==> src/rtl/iter_mul_unit.sv <==
// Iterative shift-add MUL/MLA unit: one multiplier bit per cycle, WIDTH-bit truncated result,
// with a single-cycle write-back request toward the register file.
//
// state  | meaning
// S_IDLE | waiting for start; result/flags hold last completion
// S_BUSY | iterating, WIDTH cycles
// S_DONE | one-cycle done/wr_en pulse
module iter_mul_unit #(
  parameter int WIDTH  = 32,
  parameter int ADDR_W = 5
) (
  input  logic              clk,
  input  logic              rst,
  input  logic              start,
  input  logic [WIDTH-1:0]  opA,
  input  logic [WIDTH-1:0]  opB,
  input  logic              acc_en,
  input  logic [WIDTH-1:0]  acc_val,
  input  logic [ADDR_W-1:0] dst_dir,
  output logic              busy,
  output logic              done,
  output logic [WIDTH-1:0]  result,
  output logic              wr_en,
  output logic [ADDR_W-1:0] wr_dir,
  output logic              flag_n,
  output logic              flag_z
);

  localparam int CNT_W = $clog2(WIDTH + 1);
  localparam logic [CNT_W-1:0] LAST = CNT_W'(WIDTH - 1);

  typedef enum logic [1:0] {S_IDLE, S_BUSY, S_DONE} state_t;

  state_t            state_q, state_d;
  logic [WIDTH-1:0]  mcand_q, mcand_d;
  logic [WIDTH-1:0]  mplier_q, mplier_d;
  logic [WIDTH-1:0]  acc_q, acc_d;
  logic [ADDR_W-1:0] dst_q, dst_d;
  logic [CNT_W-1:0]  cnt_q, cnt_d;
  logic [WIDTH-1:0]  result_q, result_d;
  logic [ADDR_W-1:0] wr_dir_q, wr_dir_d;
  logic              flag_n_q, flag_n_d;
  logic              flag_z_q, flag_z_d;
  logic [WIDTH-1:0]  acc_sum;

  always_comb begin
    state_d  = state_q;
    mcand_d  = mcand_q;
    mplier_d = mplier_q;
    acc_d    = acc_q;
    dst_d    = dst_q;
    cnt_d    = cnt_q;
    result_d = result_q;
    wr_dir_d = wr_dir_q;
    flag_n_d = flag_n_q;
    flag_z_d = flag_z_q;
    acc_sum  = mplier_q[0] ? (acc_q + mcand_q) : acc_q;

    case (state_q)
      S_IDLE: begin
        if (start) begin
          mcand_d  = opA;
          mplier_d = opB;
          acc_d    = acc_en ? acc_val : '0;
          dst_d    = dst_dir;
          cnt_d    = '0;
          state_d  = S_BUSY;
        end
      end
      S_BUSY: begin
        acc_d    = acc_sum;
        mcand_d  = mcand_q << 1;
        mplier_d = mplier_q >> 1;
        cnt_d    = cnt_q + 1'b1;
        // Last iteration: publish the final sum directly so DONE sees it.
        if (cnt_q == LAST) begin
          state_d  = S_DONE;
          result_d = acc_sum;
          flag_n_d = acc_sum[WIDTH-1];
          flag_z_d = (acc_sum == '0);
          wr_dir_d = dst_q;
        end
      end
      S_DONE:  state_d = S_IDLE;
      default: state_d = S_IDLE;
    endcase
  end

  always_ff @(posedge clk) begin
    if (rst) begin
      state_q  <= S_IDLE;
      mcand_q  <= '0;
      mplier_q <= '0;
      acc_q    <= '0;
      dst_q    <= '0;
      cnt_q    <= '0;
      result_q <= '0;
      wr_dir_q <= '0;
      flag_n_q <= 1'b0;
      flag_z_q <= 1'b0;
    end else begin
      state_q  <= state_d;
      mcand_q  <= mcand_d;
      mplier_q <= mplier_d;
      acc_q    <= acc_d;
      dst_q    <= dst_d;
      cnt_q    <= cnt_d;
      result_q <= result_d;
      wr_dir_q <= wr_dir_d;
      flag_n_q <= flag_n_d;
      flag_z_q <= flag_z_d;
    end
  end

  assign busy   = (state_q == S_BUSY);
  assign done   = (state_q == S_DONE);
  assign wr_en  = (state_q == S_DONE);
  assign result = result_q;
  assign wr_dir = wr_dir_q;
  assign flag_n = flag_n_q;
  assign flag_z = flag_z_q;

endmodule

==> config.mk <==
export PLATFORM = sky130hd
export DESIGN_NAME = iter_mul_unit
export DESIGN_NICKNAME = d
export VERILOG_FILES = /design/src/rtl/iter_mul_unit.sv
export SDC_FILE = /design/constraint.sdc
export NUM_CORES = 1
export LEC_CHECK = 0
export ABC_AREA = 1
export BUFFER_PORTS_ARGS = -buffer_cell sky130_fd_sc_hd__buf_2
export CORE_AREA = 5 5 162 133
export CTS_CLUSTER_SIZE = 10
export DETAILED_ROUTE_END_ITERATION = 12
export DIE_AREA = 0 0 167 138
export GPL_TIMING_DRIVEN = 0
export HOLD_SLACK_MARGIN = 0.02
export PLACE_DENSITY = 0.64
export RECOVER_POWER = 100
export SLEW_MARGIN = 10
export SYNTH_ARGS = -nofsm -noshare
export SYNTH_HDL_FRONTEND = slang
export SYNTH_SLANG_ARGS = --single-unit
==> constraint.sdc <==
create_clock -name clk -period 2.35 [get_ports clk]
set_input_delay 0.3525 -clock clk [delete_from_list [all_inputs] [get_ports clk]]
set_output_delay 0.3525 -clock clk [all_outputs]
set_load 0.01 [all_outputs]
==> impl_results.md <==
- Status: finished clean
- Clk slew on worst S/H paths: 0.07 ns
- Core Region: 19,600 sq um
- Slew HR: 47.9%
- Number of DRC markers in iteration 0: 908
- Routed wire length: 33,000 microns
- Routed Antenna Nets: 0
- Critical path launch point: mcand_q[0]
- Startpoint Class: flip-flop
- Worst flop-to-flop path endpoint: flag_z
- Overall die width: 167 microns
- DRC Markers: 0
- Gr usage total: 27.1%
- Routed WL per cell: 17.8 microns
- CP Class: reg -> reg
- R2R Path Start: mcand_q[0]
- RSZ-0062 raised after global routing: true
- Clock root cell: clkbuf_16
- Sequential fraction of the synthesis area: 33.6%
- Worst Max-Slew Pin Slew: 0.782 ns
- Async SR Flop Fraction: 0%
- Drt first pass iters: 5
- Grt ovf: 0
- Finish-stage setup viols: 0
- Most common cell after layout, fill and taps aside: nand2_1
- Number of max-cap violations: 0
- Nets: 1,715
- Critical path arrival: 2.70 ns
- H-tree Lvls: 4
- Proportion of layout cells with a drive suffix above 1: 22.1%
- PwrDens: 649 nW/um^2
- CTS buffer count: 17
- Clk_lat worst skew: 0.44 ns
- R2r worst-path depth: 17
- Largest net degree at the start of global routing: 17
- Post-route clock skew: 0.0122 ns
- Maximum clock rate: 428 MHz
- I/O pins: 147
- Setup TNS: 0 ns
- Hold Violations, Final: 0
- Final min period: 2.34 ns
- First-pass GRT wire length: 49,800 microns
- Worst vdd ir: 0.411 mV
- Area Growth Syn to Fin: 29.7%
- Most common flop cell mapped by yosys: dfxtp_1
- Syn Nets: 1,531
- Multi-input gate area: 5590 sq um
- Num rows: 46
- Synthesized cell area: 8750 sq um
- WP data required: 2.71 ns
- GPL Wtd Cong: 0.952
- CTS tree: built
- Critical path destination: flag_z
- Clock sinks: 147
- Slew Viols, Final: 0
- Pleak: 0.00533 uW
- DIE AREA: 23,000 sq um
- Most frequent cells in the layout: nand2_1, inv_1, nor2_1, dfxtp_1, buf_2
- Synth Area per Inst: 6.28 sq um
- Initial antenna violation count: 0
- Max clock buf depth: 2
- Die Ht: 138 microns
- Post-synth EDFFs: 0
- Synthesized instance count: 1,393
- Vias: 9,859
- Yosys cell types: 38
- Tcrit/Tclk final: 99.4%
- Crit end category: flip-flop
- Reg2reg setup slack: 0.01 ns
- Post-detail-place hpwl: 25,200 microns
- #FFs+latches synth: 147
- Cts hold-fix bufs: 0
- Initial Util: 44.6%
- Number of fill cells in the layout: 1,923
- Synth warn: 0
- Max FO, Critical Path: 4
- Port Buf Inserts: 145
- DR vias/cell: 5.32
- Vias in the first global route: 9,083
- Register area: 2990 sq um
- Antenna diodes: 0
- Hold Crit Class: in -> reg
- Final core utilization: 57.8%
[metrics by stage]
stage,setup slack [ns],power [uW],cells,hold WS (ns),cell area (sq um)
after detailed placement,-0.530,4030,1802,0.455,9800
after global routing,-0.102,7640,1854,0.138,11300
final,0.0134,7360,1854,0.137,11300
after global placement,-0.562,4020,1802,0.453,9800
after CTS,-0.00678,7200,1844,0.123,10900
after floorplan,0.193,3570,1393,0.438,8750
[area by class of cell]
| cell class | instances | share of cell area [%] |
|---|---|---|
| buffer | 62 | 2.24 |
| clock buffer | 18 | 3.87 |
| clock inverter | 14 | 1.89 |
| inverter | 183 | 6.06 |
| multi-input combinational | 1000 | 49.3 |
| sequential | 147 | 26.4 |
| tap | 264 | 2.91 |
| timing repair buffer | 166 | 7.35 |
[layer usage]
metal | vias to the layer above | global-route usage [%] | routed length [microns] | part of all wire, %
li1 | 4855 | - | - | -
met1 | 4531 | 38.7 | 15000 | 45
met2 | 420 | 39.9 | 13900 | 42
met3 | 53 | 7.15 | 3190 | 9.7
met4 | 0 | 8.61 | 937 | 2.8
met5 | - | 0 | 0 | 0
[report_power, final]
group / total [uW] / switching (uW) / internal (uW)
sequential: 2810 / 156 / 2650
combinational: 1460 / 924 / 540
clock: 3100 / 1250 / 1850
total: 7360 / 2330 / 5040
[worst min path at each step]
stage	startpoint	to	slack, ns	depth (start not counted)
global route	dst_dir[1]	dst_q[1]	0.14	3
floorplan	dst_q[4]	wr_dir[4]	0.44	2
detailed placement	wr_dir[1]	wr_dir[1]	0.46	2
CTS	dst_dir[1]	dst_q[1]	0.12	3
global placement	wr_dir[4]	wr_dir[4]	0.45	2
finish	dst_dir[1]	dst_q[1]	0.14	3
[Yosys cell counts, drive strengths merged (3+ instances only)]
cell    instances  area share [%]
a211oi          4            0.34
a21oi          40             2.4
a22oi           5            0.43
a31oi          26             1.9
a32o            4            0.46
buf            16            0.87
clkbuf         47             2.0
dfxtp         147              34
ha             32             4.6
inv           182             7.8
nand2         443              19
nand3          89             5.3
nand3b          5            0.43
nand4           8            0.57
nor2          161             7.3
nor3           38             2.2
o211ai         17             1.5
o21ai          88             5.0
o21bai         15             1.3
o221ai         14             1.4
or2             3            0.21
[critical path: stages (launching register included)]
cell	delay (ns)
dfxtp_4	0.36
ha_4	0.16
fa_2	0.38
nand2_2	0.11
nand3_2	0.08
nand3_2	0.09
nand2_2	0.08
nand2_4	0.09
nand2_4	0.07
nand2_4	0.08
nand3_1	0.08
nand3_2	0.10
nand2_2	0.09
nor2_2	0.10
nand3_2	0.11
nor2_2	0.12
nand2_1	0.06
a21oi_2	0.10
[kinds of logic (layout without fill, tap and decap cells)]
family,Yosys count,count (layout),synth area share [%]
AOI/OAI and AO/OA,216,216,15.0
DFF,147,147,33.6
buffers and inverters,246,443,10.7
xor gates and xnor gates,2,2,0.200
adders and majority gates,33,33,4.81
and+or+nand+nor,749,749,35.6
[flip-flops by register name, indices dropped and copies added (netlist names)]
name / count
acc_q: 32
cnt_q: 6
dst_q: 5
flag_z: 1
mcand_q: 32
mplier_q: 32
result: 32
state_q: 2
wr_dir: 5
[repair_timing]
item / CTS / global route
setup buffers: 10 / 11
pin swaps: 17 / 34
setup endpoints to repair: 11 / 12
resized for setup: 74 / 113
cloned: 0 / 0
Power figures use the tool's default switching activity.
